===== config.mk =====
export PLATFORM = sky130hd
export DESIGN_NAME = cc_rd_reg_sm
export DESIGN_NICKNAME = d
export VERILOG_FILES = /design/src/rtl/cc_rd_reg_sm.sv
export SDC_FILE = /design/constraint.sdc
export NUM_CORES = 1
export LEC_CHECK = 0
export ABC_AREA = 1
export CAP_MARGIN = 20
export CORE_MARGIN = 5
export CORE_UTILIZATION = 36
export DETAILED_ROUTE_END_ITERATION = 6
export GPL_TIMING_DRIVEN = 0
export HOLD_SLACK_MARGIN = 0.15
export PLACE_DENSITY = 0.76
export SYNTH_ARGS = -nofsm -noshare
export SYNTH_HDL_FRONTEND = slang
export SYNTH_SLANG_ARGS = --single-unit

===== constraint.sdc =====
create_clock -name clk -period 1.64 [get_ports clk]
set_clock_uncertainty 0.2 [all_clocks]
set_input_delay 0.328 -clock clk [delete_from_list [all_inputs] [get_ports clk]]
set_output_delay 0.328 -clock clk [all_outputs]
set_load 0.01 [all_outputs]

===== src/rtl/cc_rd_reg_sm.sv =====
// Read-register command sequencer: takes a register-number word, reads the register file, echoes the response.
// Defining CC_RD_REG_TIMEOUT_EN adds a bounded wait on tx_tready with the timeout_err flag.
module cc_rd_reg_sm #(
    parameter int TIMEOUT_CYCLES = 1024
) (
    input  logic        clk,
    input  logic        reset_n,
    input  logic        run_sm,
    output logic        sm_running,
    output logic        sm_done,
    input  logic        rx_tvalid,
    input  logic [31:0] rx_data,
    input  logic [0:3]  rx_tkeep,
    input  logic        rx_tlast,
    output logic        rx_tready,
    output logic        tx_tvalid,
    output logic        tx_tlast,
    input  logic        tx_tready,
    output logic        send_csn,
    output logic        send_cmd,
    output logic        send_inv_cmd,
    output logic        send_reg_num,
    output logic        send_reg_data,
    output logic        reg_num_le,
    output logic        rd_en,
    input  logic        illegal_reg_num,
    input  logic [31:0] reg_rd_data,
    output logic [31:0] rd_data,
    output logic        timeout_err
);

    typedef enum logic [13:0] {
        IDLE          = 14'h0001,
        WAIT_REG_NUM  = 14'h0002,
        LATCH_REG_NUM = 14'h0004,
        ERROR_TLAST   = 14'h0008,
        DRAIN         = 14'h0010,
        CHECK_REG_NUM = 14'h0020,
        ERROR_REG_NUM = 14'h0040,
        READ_REG      = 14'h0080,
        LATCH_DATA    = 14'h0100,
        ECHO_CSN      = 14'h0200,
        ECHO_CC       = 14'h0400,
        ECHO_REG_NUM  = 14'h0800,
        ECHO_DATA     = 14'h1000,
        DONE          = 14'h2000
    } state_t;

    state_t      r_state;
    logic        r_err;
    logic [31:0] r_rd_data;
    logic        w_echo;
    logic        w_timeout_hit;
    logic        w_unused;

    // The word payload is muxed outside this block; only the handshake matters here.
    assign w_unused = ^{rx_data, rx_tkeep};

    assign w_echo = (r_state == ECHO_CSN) || (r_state == ECHO_CC) ||
                    (r_state == ECHO_REG_NUM) || (r_state == ECHO_DATA);

`ifdef CC_RD_REG_TIMEOUT_EN
    localparam int CNT_W = $clog2(TIMEOUT_CYCLES + 1);

    logic [CNT_W-1:0] r_stall_cnt;
    logic             r_timeout;

    assign w_timeout_hit = run_sm && w_echo && !tx_tready &&
                           (r_stall_cnt == CNT_W'(TIMEOUT_CYCLES - 1));

    // Stall counter restarts on every accepted word and whenever no response is pending.
    always_ff @(posedge clk or negedge reset_n) begin
        if (!reset_n) begin
            r_stall_cnt <= '0;
            r_timeout   <= 1'b0;
        end else begin
            if (!run_sm || !w_echo || tx_tready) begin
                r_stall_cnt <= '0;
            end else begin
                r_stall_cnt <= r_stall_cnt + CNT_W'(1);
            end
            if (!run_sm || (r_state == IDLE) || (r_state == DONE)) begin
                r_timeout <= 1'b0;
            end else if (w_timeout_hit) begin
                r_timeout <= 1'b1;
            end
        end
    end

    assign timeout_err = r_timeout;
`else
    assign w_timeout_hit = 1'b0;
    assign timeout_err   = 1'b0;
`endif

    always_ff @(posedge clk or negedge reset_n) begin
        if (!reset_n) begin
            r_state   <= IDLE;
            r_err     <= 1'b0;
            r_rd_data <= '0;
        end else if (!run_sm) begin
            r_state <= IDLE;
            r_err   <= 1'b0;
        end else begin
            case (r_state)
                IDLE: begin
                    r_err   <= 1'b0;
                    r_state <= WAIT_REG_NUM;
                end
                WAIT_REG_NUM: begin
                    if (rx_tvalid) begin
                        r_state <= rx_tlast ? LATCH_REG_NUM : ERROR_TLAST;
                    end
                end
                LATCH_REG_NUM: r_state <= CHECK_REG_NUM;
                ERROR_TLAST: begin
                    r_err   <= 1'b1;
                    r_state <= DRAIN;
                end
                DRAIN: begin
                    if (rx_tvalid && rx_tlast) begin
                        r_state <= ECHO_CSN;
                    end
                end
                CHECK_REG_NUM: r_state <= illegal_reg_num ? ERROR_REG_NUM : READ_REG;
                ERROR_REG_NUM: begin
                    r_err   <= 1'b1;
                    r_state <= ECHO_CSN;
                end
                READ_REG: r_state <= LATCH_DATA;
                LATCH_DATA: begin
                    r_rd_data <= reg_rd_data;
                    r_state   <= ECHO_CSN;
                end
                ECHO_CSN: begin
                    if (w_timeout_hit) r_state <= DONE;
                    else if (tx_tready) r_state <= ECHO_CC;
                end
                ECHO_CC: begin
                    if (w_timeout_hit) r_state <= DONE;
                    else if (tx_tready) r_state <= r_err ? DONE : ECHO_REG_NUM;
                end
                ECHO_REG_NUM: begin
                    if (w_timeout_hit) r_state <= DONE;
                    else if (tx_tready) r_state <= ECHO_DATA;
                end
                ECHO_DATA: begin
                    if (w_timeout_hit) r_state <= DONE;
                    else if (tx_tready) r_state <= DONE;
                end
                DONE: begin
                    r_err   <= 1'b0;
                    r_state <= IDLE;
                end
                default: r_state <= IDLE;
            endcase
        end
    end

    // Outputs decode directly from the one-hot state flops; only the drain handshake follows rx_tvalid.
    assign sm_running    = (r_state != IDLE);
    assign sm_done       = (r_state == DONE);
    assign rx_tready     = (r_state == LATCH_REG_NUM) || (r_state == ERROR_TLAST) ||
                           ((r_state == DRAIN) && rx_tvalid);
    assign reg_num_le    = (r_state == LATCH_REG_NUM);
    assign rd_en         = (r_state == READ_REG);
    assign tx_tvalid     = w_echo;
    assign send_csn      = (r_state == ECHO_CSN);
    assign send_cmd      = (r_state == ECHO_CC) && !r_err;
    assign send_inv_cmd  = (r_state == ECHO_CC) && r_err;
    assign send_reg_num  = (r_state == ECHO_REG_NUM);
    assign send_reg_data = (r_state == ECHO_DATA);
    assign tx_tlast      = (r_state == ECHO_DATA) || ((r_state == ECHO_CC) && r_err);
    assign rd_data       = r_rd_data;

endmodule


==> results of run 1 <==
layout by cell type, fill, tap and decap left out, types with 2 or more instances in the layout:
cell,n
dlygate4sd3_1,2
inv_2,7
nand3_4,9
nor2_4,10
dfrtp_1,45
nor2_2,2
nor2_1,19
buf_2,4
inv_1,16
nand4_1,3
clkdlybuf4s50_1,36
o21ai_2,6
buf_6,22
buf_4,27
buf_12,4
inv_4,4
nand3_1,7
mux2_2,2
nor3_4,5
nand2_4,7
dlygate4sd2_1,32
clkbuf_8,6
nand2_1,21
mux2_4,30
nor3_1,2
nor3_2,2
nand2_2,8
final cells by class:
type	count	area (µm²)
tap	77	96.3
clock inverter	1	8.76
fill	492	2260
inverter	27	111
timing repair buffer	126	1210
buffer	4	55.1
clock buffer	7	86.3
multi-input combinational	142	1350
sequential	47	1180
path summary, 6_finish.rpt:
| path | startpoint | end | slack [ns] | depth (start not counted) |
|---|---|---|---|---|
| setup / recovery | r_state[1]$_DFFE_PN0P_ | rx_tready | -0.61 | 7 |
| hold / removal | run_sm | r_state[9]$_DFFE_PN0P_ | 0.17 | 3 |
| setup reg to reg | r_state[5]$_DFFE_PN0P_ | r_state[9]$_DFFE_PN0P_ | -0.49 | 13 |
| hold reg to reg | rd_data[20]$_DFFE_PN0P_ | rd_data[20]$_DFFE_PN0P_ | 0.31 | 1 |
| max in group asynchronous | reset_n | r_state[0]$_DFFE_PN1P_ | 0.35 | 3 |
| min in group asynchronous | reset_n | rd_data[0]$_DFFE_PN0P_ | 0.31 | 2 |
repair_timing:
| action | in CTS | in global routing |
|---|---|---|
| gates resized for setup | 141 | 39 |
| endpoints found under the hold margin | 24 | 0 |
| cloned | 4 | 0 |
| buffers inserted | 34 | 7 |
| endpoints found under the setup margin | 91 | 59 |
| pin swaps | 20 | 18 |
| hold buffers | 2 | 0 |
metal layers:
layer  share of wire (%)  vias to the layer above  track usage [%]
met5                   0                        -                0
met4                 1.6                        0             4.52
met3                 7.9                       15             4.88
met2                  54                      121             28.4
met1                  37                     1049             18.9
li1                    -                      986                -
logic make-up after synthesis:
kind of cell	count (synthesis)	synth area share, %
buffers and inverters	32	6.36
AO/OA/AOI/OAI	7	1.59
other	1	0.159
AND/OR/NAND/NOR	100	22.0
multiplexers	32	20.0
flip-flops	47	49.9
power groups by stage:
stage / Combinational (W) / Sequential [W] / Clock [W]
6_report: 0.000806 / 0.00120 / 0.000748
5_1_grt: 0.000852 / 0.00120 / 0.000818
4_1_cts: 0.000691 / 0.00120 / 0.000770
3_5_place_dp: 0.000401 / 0.00122 / 0
3_3_place_gp: 0.000392 / 0.00122 / 0
2_1_floorplan: 0.000214 / 0.00122 / 0
stage by stage:
stage,setup slack (ns),TNS (ns)
floorplan,-0.0852,-2.72
global placement,-1.30,-75.29
detailed placement,-0.711,-17.75
CTS,-0.504,-22.07
global route,-0.644,-27.64
finish,-0.612,-24.98
worst register-to-register path, delay by kind of cell, from the launching register on:
kind                   cells  cell delay, ns
and+or+nand+nor            8            0.90
buffers and inverters      4            0.44
DFF                        1            0.42
AOI/OAI and AO/OA          1            0.05
registers in the layout, indices dropped and copies added (netlist names):
register	flops
r_err	1
rd_data	32
r_state	14
==> summary.txt, run 1 <==
Yosys
  – Post-synth top area share: 48.8%
  – Post-synth ARST share: 100%
  – Cell count after synthesis: 219
  – Netlist cell types: 27
  – Yosys reg bits: 47
  – Synth top cells by count: dfrtp_1, nand2_1, mux2_4, nor2_1, inv_1
  – Most common cell in the synthesized netlist: dfrtp_1
  – Yosys warning count: 0
  – Seq/Total Area, Yosys: 49.9%
  – Leading post-synthesis cells by cell area: dfrtp_1, mux2_4, nand2_1, nor2_1, inv_1
  – Main synth FF type: dfrtp_1
  – Net count after synthesis: 294
  – Most area-hungry cell type in the Yosys netlist: dfrtp_1
  – Mapped Area: approximately 0.0024 mm²
  – EDFF count, synth: 0
  – Avg Cell Area, Syn: roughly 11 µm²

Placed design
  – Number of port buffers: 81
  – Placement Cell Area: 0.00333 mm²
  – Hpwl dp: 4190 µm
  – RePlAce Congestion: 0.859
  – Placed insts: about 380

Worst setup path
  – Top Family by Delay on Critical Path: simple AND/OR/NAND/NOR gates
  – Critical path launch point type: flip-flop
  – Worst EP arrival: 1.72 ns
  – Critical path's largest stage delay: around 0.42 ns
  – Worst path required time: ~1.1 ns
  – Crit path cell chain: nor2_4 > nand3_4 > buf_6 > nor2_4 > nand2_2 > o211ai_1 > buf_2
  – Crit path buffers/inverters: 2
  – Slowest cell on the critical path: dfrtp_1
  – Worst-path maximum fanout: 3
  – Most used cell, CP: nor2_4
  – Kind of end point of the critical path: primary output
  – CP Class: flip-flop to primary output

Power and ir drop
  – Pwr Density: 672 mW/mm²
  – Net switching power: 0.000822 W
  – Reg power frac: 43.5%
  – Internal Pwr Total: between 0.0015 and 0.002 W
  – Net Sw Frac: 29.9%
  – Max VDD drop: 0.387 mV
  – Leakage power: 2.24 nW
  – Tot Pwr: 0.00275 W
  – Comb pwr share: around 29%
  – Clk pwr share: between 20% and 30%

Drt
  – Initial drt markers: 171
  – Wire per inst: 16.5 µm
  – Antenna viol nets, final: 0
  – Via/cell ratio: 5.04
  – Pre-antenna DRT Iters: 4
  – Via count: 2171
  – DRC violations left: 0
  – Final WL: 7110 µm

Floorplanning
  – Row count: 29
  – Die X: just over 90 µm
  – I/O pin count: 120
  – Die height: 91.0 µm
  – Initial Util: 37.2%
  – Die area: 0.00827 mm²
  – Core area: 0.00635 mm²

Finish
  – Final nets: 428
  – Layout cells sized above 1: 46.9%
  – Area delta synth->final: 73.4%
  – Final Cell Area: 0.00409 mm²
  – ANT cells: 0
  – Final Non-Filler Cells: 431
  – Post-layout util: 64.5%

Global route
  – Remaining global-route overflow: 0
  – Largest net degree at the start of global routing: 29
  – Vias in the first global route: 2276
  – Initial antenna violation count: 0
  – Gr usage total: 16.1%
  – First-pass GRT wire length: approximately 11000 µm

Run
  – Max Cap Viol: 0

STA
  – Tcrit/Tclk final: 137%
  – WHS: about 0.17 ns
  – Tmin final: 2.25 ns
  – Final setup fails: 59
  – RSZ-0062 raised after global routing: yes
  – Final Hold Viols: 0
  – Setup ws final: -0.612 ns
  – Max Freq: 444 MHz
  – Slew Limit Fails: 0

Clocking
  – TritonCTS clock tree: yes
  – H-Tree Depth: 2
  – CTS Buffer Depth: 2
  – CTS Buf Count: 5
  – Skew-Pair Late Insertion Delay: 0.30 ns
  – Clock sink count: 47
  – Clock Pin Slew Worst Setup and Hold Paths: 0.09 ns
  – Clk root buf: clkbuf_8

Worst hold path
  – Min-Delay Path Class: primary input to flip-flop

Run status
  – Failing checks: setup timing
  – Run status: complete, but fails checks
No activity file was read; power rests on OpenSTA's default activity.
==> inputs of run 2 (changes only) <==
GPL_TIMING_DRIVEN = default   (was 0)
==> run 2 against run 1 <==
  * Critical endpoint is now tx_tvalid
  * Highest routed layer unchanged
  * Via count increased by 1.4%
  * Die area stayed put
  * Sequential share of layout area shrank 0.57 points
  * The run still ends with setup timing left
  * Cell area up 1.9%
==> summary.txt, run 2 (same netlist as run 1, synthesis figures left out) <==
Run status
  – Run status: complete, but fails checks
  – Failing checks: setup timing

STA
  – Final Hold Viols: 0
  – Setup TNS: -27.75 ns
  – Tcrit/Tclk final: 133%
  – Setup ws final: -0.537 ns
  – Max Freq: 459 MHz
  – Tmin final: around 2.2 ns
  – WHS: between 0.3 and 0.4 ns
  – RSZ-0062 raised after global routing: yes
  – Final setup fails: 59
  – Slew Limit Fails: 0

Finish
  – Final Cell Area: 0.00417 mm²
  – Commonest non-fill, non-tap cell in the layout: dfrtp_1
  – Fillcell total: between 400 and 500
  – Max reg flops: 32
  – Layout cells sized above 1: 49.1%
  – ANT cells: 0
  – Commonest non-fill, non-tap cells in the layout: dfrtp_1, buf_4, clkdlybuf4s50_1, dlygate4sd2_1, mux2_4
  – Multi-input gate area: 0.00134 mm²
  – Final Non-Filler Cells: 446
  – Area delta synth->final: 76.7%
  – Final nets: 443
  – Seq. cell area: 0.00118 mm²

Worst setup path
  – Crit path cell chain: nor2_4 > nand3_4 > buf_6 > nor2_8 > buf_6 > o21ai_2 > nand2_2 > buf_6
  – Worst path required time: 1.11 ns
  – Most used cell, CP: buf_6
  – Kind of end point of the critical path: primary output
  – Critical path launch point type: flip-flop
  – Top Family by Delay on Critical Path: simple AND/OR/NAND/NOR gates
  – Crit path buffers/inverters: 3
  – Worst-path maximum fanout: 5
  – Slowest cell on the critical path: dfrtp_1
  – Worst EP arrival: around 1.7 ns
  – Critical path's largest stage delay: around 0.43 ns
  – CP Class: flip-flop to primary output

Drt
  – Final WL: 7420 µm
  – Wire per inst: around 17 µm
  – Via/cell ratio: 4.94
  – Pre-antenna DRT Iters: 4
  – Initial drt markers: between 100 and 150
  – Antenna viol nets, final: 0
  – DRC violations left: 0
  – Via count: 2202

Global route
  – Vias in the first global route: between 2000 and 2500
  – Initial antenna violation count: 0
  – Largest net degree at the start of global routing: 48
  – Remaining global-route overflow: 0
  – First-pass GRT wire length: approximately 11000 µm
  – Gr usage total: 16.2%

Floorplanning
  – Core area: about 0.0063 mm²
  – Initial Util: 37.2%
  – I/O pin count: between 100 and 150
  – Row count: 29
  – Die height: 91.0 µm
  – Die area: 0.00827 mm²
  – Die X: 91.0 µm

Power and ir drop
  – Pwr Density: between 600 and 700 mW/mm²
  – Tot Pwr: 0.00271 W
  – Leakage power: 2.29 nW
  – Max VDD drop: just under 0.4 mV

Clocking
  – Skew-Pair Late Insertion Delay: 0.30 ns
  – H-Tree Depth: 2
  – Clock Pin Slew Worst Setup and Hold Paths: 0.09 ns
  – CTS Buffer Depth: 2
  – Clk root buf: clkbuf_8
  – TritonCTS clock tree: yes
  – CTS Buf Count: 5
  – Clock sink count: 47

Placed design
  – Hpwl dp: 4590 µm
  – RePlAce Congestion: 0.871
  – Number of port buffers: 82
  – Placed insts: around 420
  – Placement Cell Area: 0.00363 mm²

Run
  – Max Cap Viol: 0

Worst hold path
  – Min-Delay Path Class: flip-flop to flip-flop
==> run 2: changes by cell type in the layout (fill, tap and decap cells not counted), moves of 2 or more <==
cell	change
buf_2	+3
buf_4	+17
buf_6	-3
inv_1	+2
nor2_1	-7
nor2_2	+8
o21ai_1	+2
o21ai_2	-2
==> run 2: path summary, 6_finish.rpt <==
check	from	to	slack [ns]	depth (start not counted)
min	rd_data[1]$_DFFE_PN0P_	rd_data[1]$_DFFE_PN0P_	0.31	1
min in group asynchronous	reset_n	rd_data[24]$_DFFE_PN0P_	0.33	3
max	r_state[1]$_DFFE_PN0P_	tx_tvalid	-0.54	8
min reg2reg	rd_data[1]$_DFFE_PN0P_	rd_data[1]$_DFFE_PN0P_	0.31	1
max in group asynchronous	reset_n	r_state[0]$_DFFE_PN1P_	0.63	3
max reg2reg	r_state[1]$_DFFE_PN0P_	rd_data[14]$_DFFE_PN0P_	-0.53	9
==> run 2: worst register-to-register path, stage by stage (launching register included) <==
cell and delay, ns:
dfrtp_1 0.43, nor2_4 0.14, nand3_4 0.10, buf_6 0.14
nor2_8 0.12, buf_6 0.16, buf_6 0.11, nand3_4 0.15
clkbuf_16 0.23, mux2_4 0.30
==> run 2: cell type report <==
cell class,instances,share of cell area [%]
Sequential cell,47,28.2
Multi-Input combinational cell,142,32.1
Inverter,27,2.61
Clock inverter,1,0.210
Tap cell,77,2.31
Clock buffer,7,2.07
Timing Repair Buffer,145,32.4
==> run 2: stage by stage <==
| step | setup slack (ns) | utilization [%] |
|---|---|---|
| after floorplan | -0.0852 | - |
| after detailed placement | -0.582 | 57.1 |
| after global placement | -0.542 | 57.1 |
| final | -0.537 | 65.7 |
| after CTS | -0.512 | 63.2 |
| after global routing | -0.584 | 65.7 |
==> run 2: repair_timing <==
| action | in CTS | in global routing |
|---|---|---|
| gates cloned | 3 | 1 |
| buffers inserted | 12 | 6 |
| endpoints found under the setup margin | 91 | 59 |
| hold endpoints to repair | 47 | 0 |
| hold buffers | 1 | 0 |
| gates resized for setup | 138 | 27 |
| pin swaps | 21 | 14 |
==> run 2: layer usage <==
metal  global-route usage [%]  part of all wire [%]
met1                     19.0                    39
met2                     27.9                    52
met3                     4.96                   6.6
met4                     5.75                   2.3
met5                        0                     0
==> run 2: power by group <==
part / internal (W) / total (W) / switching (W)
logic: 0.000373 / 0.000772 / 0.000399
clock network: 0.000346 / 0.000737 / 0.000391
registers: 0.00118 / 0.00120 / 0.0000196
==> inputs of run 3 (changes only) <==
ABC_AREA = default   (was 1)
CORE_UTILIZATION = 35   (was 36)
MAX_ROUTING_LAYER = met4   (was default)
==> run 3 against run 2 <==
  * Core utilization up 1.4 points
  * Sequential cell count unchanged
  * Sequential power about the same
  * Critical endpoint is now sm_running
  * The flow still finishes with violations (setup timing)
  * Largest power group unchanged
  * Sequential share of layout area decreased by 0.12 points
==> summary.txt, run 3 <==
Global route
  – Met1 Usage GRT: 19.3%
  – Initial antenna violation count: 0
  – Remaining global-route overflow: 0
  – First-pass GRT wire length: 11000 µm
  – Busiest layer in global routing: met2
  – Vias in the first global route: 2286
  – GR Util met2: slightly below 30%
  – GRT met3 Usage: under 10%
  – Largest net degree at the start of global routing: 48
  – Gr usage total: 16.6%

Placed design
  – Placement Cell Area: 0.00362 mm²
  – Hpwl dp: 4890 µm
  – Number of port buffers: 82
  – RePlAce Congestion: 0.920
  – DP Worst Slack: -1.03 ns

Finish
  – Fillcell total: around 470
  – Layout cells sized above 1: 54.4%
  – ANT cells: 0
  – Final Cell Area: roughly 0.0042 mm²
  – Max reg flops: 32
  – Commonest non-fill, non-tap cell in the layout: buf_4
  – Area delta synth->final: 87.6%
  – Final nets: 424
  – Commonest non-fill, non-tap cells in the layout: buf_4, dfrtp_1, clkdlybuf4s50_1, dlygate4sd2_1, mux2_2

STA
  – RSZ-0062 raised after global routing: yes
  – Tcrit/Tclk final: 153%
  – Max Freq: roughly 400 MHz
  – Tmin final: 2.52 ns
  – Setup ws final: -0.876 ns
  – Final Hold Viols: 0
  – Setup TNS: -34.35 ns
  – Final setup fails: 59
  – Slew Limit Fails: 0

Drt
  – Pre-antenna DRT Iters: 4
  – Via count: between 2000 and 2500
  – Initial drt markers: 82
  – Wire per inst: ~16 µm
  – DRC violations left: 0
  – Final WL: 6950 µm
  – Via/cell ratio: 5.03
  – Antenna viol nets, final: 0

Clocking
  – Clock sink count: 47
  – Skew-Pair Late Insertion Delay: 0.28 ns
  – H-Tree Depth: 2
  – CTS Buffer Depth: 2
  – CTS Buf Count: 5
  – TritonCTS clock tree: yes
  – Clock Pin Slew Worst Setup and Hold Paths: roughly 0.080 ns
  – Clk root buf: clkbuf_8

Run status
  – Failing checks: setup timing
  – Run status: complete, but fails checks

Floorplanning
  – Core area: 0.00628 mm²
  – Die area: 0.00812 mm²
  – Die height: 90.1 µm
  – I/O pin count: 120
  – Initial Util: 35.8%
  – Row count: 29
  – Die X: ~90 µm

Worst setup path
  – Worst-path maximum fanout: 3
  – FF-to-FF End: r_err$_DFFE_PN0P_
  – Kind of end point of the critical path: primary output
  – Worst reg2reg path startpoint: r_state[9]$_DFFE_PN0P_
  – Critical path launch point type: flip-flop
  – Worst path required time: around 1.1 ns
  – Flop2flop setup slack: -0.68 ns
  – Worst-case reg-to-reg path depth: 5
  – CP Class: flip-flop to primary output
  – Worst EP arrival: 1.99 ns

Yosys
  – Synth top cells by count: dfrtp_1, mux2_2, nor2_1, o21ai_0
  – Most area-hungry cell type in the Yosys netlist: dfrtp_1
  – Cell count after synthesis: about 190
  – Post-synth ARST share: 100%
  – Post-synth top area share: 51.3%
  – Netlist cell types: between 40 and 50
  – EDFF count, synth: 0
  – Most common cell in the synthesized netlist: dfrtp_1
  – Mapped Area: ~0.0022 mm²
  – Seq/Total Area, Yosys: a little over half
  – Leading post-synthesis cells by cell area: dfrtp_1, mux2_2, nor2_1, nor4_4, o21ai_0
  – Main synth FF type: dfrtp_1
  – Yosys reg bits: 47
  – Net count after synthesis: between 200 and 300
  – Yosys warning count: 0
  – Avg Cell Area, Syn: 11.8 µm²

Worst hold path
  – Hold Crit Endpoint: rd_data[17]$_DFFE_PN0P_
  – Min-Delay Path Class: flip-flop to flip-flop
  – Hold Startpoint: rd_data[17]$_DFFE_PN0P_
  – Min-Delay Path Depth: 1

Power and ir drop
  – Net Sw Frac: 24.1%
  – Internal Pwr Total: 0.00177 W
  – Pwr Density: 554 mW/mm²
  – Tot Pwr: 0.00233 W
  – Clk pwr share: 29.3%
  – Reg power frac: 50.4%
  – Net switching power: 0.000561 W
  – Leakage power: 2.13 nW
  – Comb pwr share: 20.3%
  – Max VDD drop: 0.582 mV

Run
  – Max Cap Viol: 0
[run 3: changes by cell type after synthesis, moves of 7 or more]
cell,change
mux2_2,+28
nand2_1,-27
inv_1,-18
a21oi_1,+7
o21ai_0,+8
nand3_1,-11
nor2_1,-14
mux2_4,-30
[run 3: cells by family (layout without fill, tap and decap cells)]
group           Yosys count  after routing  synth area share (%)
mux                      32             32                  16.1
buf+inv                  15            173                  2.90
simple gates             64             64                  18.4
other cells               1              1                 0.167
compound gates           27             27                  8.08
flops                    47             47                  52.5
xor+xnor                  5              5                  1.95
[run 3: timing repair]
| item | 4_1_cts | 5_1_grt |
|---|---|---|
| hold endpoints to repair | 47 | 0 |
| cloned | 0 | 1 |
| pin swaps | 30 | 21 |
| resized for setup | 127 | 34 |
| setup endpoints to repair | 91 | 59 |
| hold buffers | 1 | 0 |
| buffers inserted | 21 | 13 |
[run 3: final cells by class]
class                   count  area (µm²)  area share [%]
clock buffers               6        82.6            1.96
clock inverters             1        5.00           0.119
inverters                   5        18.8           0.446
multi-input cells         129        1340            31.7
flip-flops and latches     47        1180            28.1
well taps                  77        96.3            2.29
repair buffers            161        1490            35.3
[run 3: how the worst max path moves through the flow]
stage	start	end	slack, ns	depth (start not counted)
floorplan	r_state[9]$_DFFE_PN0P_	r_err$_DFFE_PN0P_	-0.51	5
global placement	r_state[9]$_DFFE_PN0P_	rx_tready	-0.98	6
detailed placement	r_state[9]$_DFFE_PN0P_	rx_tready	-1.03	6
CTS	r_state[10]$_DFFE_PN0P_	reg_num_le	-0.97	5
global route	r_state[9]$_DFFE_PN0P_	reg_num_le	-0.96	5
finish	r_state[9]$_DFFE_PN0P_	sm_running	-0.88	6
[run 3: critical path, stage by stage (launching register included)]
cell and delay [ns]:
dfrtp_2 0.42, nor4_4 0.33, nand3_2 0.12, buf_4 0.15, buf_6 0.11, or4_4 0.43, buf_6 0.14
[run 3: metrics by stage]
stage          util, %  hold WS [ns]  std cells
2_1_floorplan        -        -0.168        191
3_3_place_gp      57.7         0.128        390
3_5_place_dp      57.7         0.132        390
4_1_cts           63.8         0.307        419
5_1_grt           67.1         0.325        426
6_report          67.1         0.302        426
[run 3: per-layer routing]
layer | vias to the layer above | wire length (µm)
li1 | 1007 | -
met1 | 1070 | 2840
met2 | 58 | 3760
met3 | 7 | 275
met4 | 0 | 73
met5 | - | 0
[run 3: power by group through the flow]
stage / Clock (W) / Combinational, W / Sequential [W]
detailed placement: 0 / 0.000356 / 0.00120
global route: 0.000767 / 0.000507 / 0.00118
finish: 0.000683 / 0.000474 / 0.00117
floorplan: 0 / 0.000117 / 0.00120
global placement: 0 / 0.000350 / 0.00120
CTS: 0.000716 / 0.000434 / 0.00118
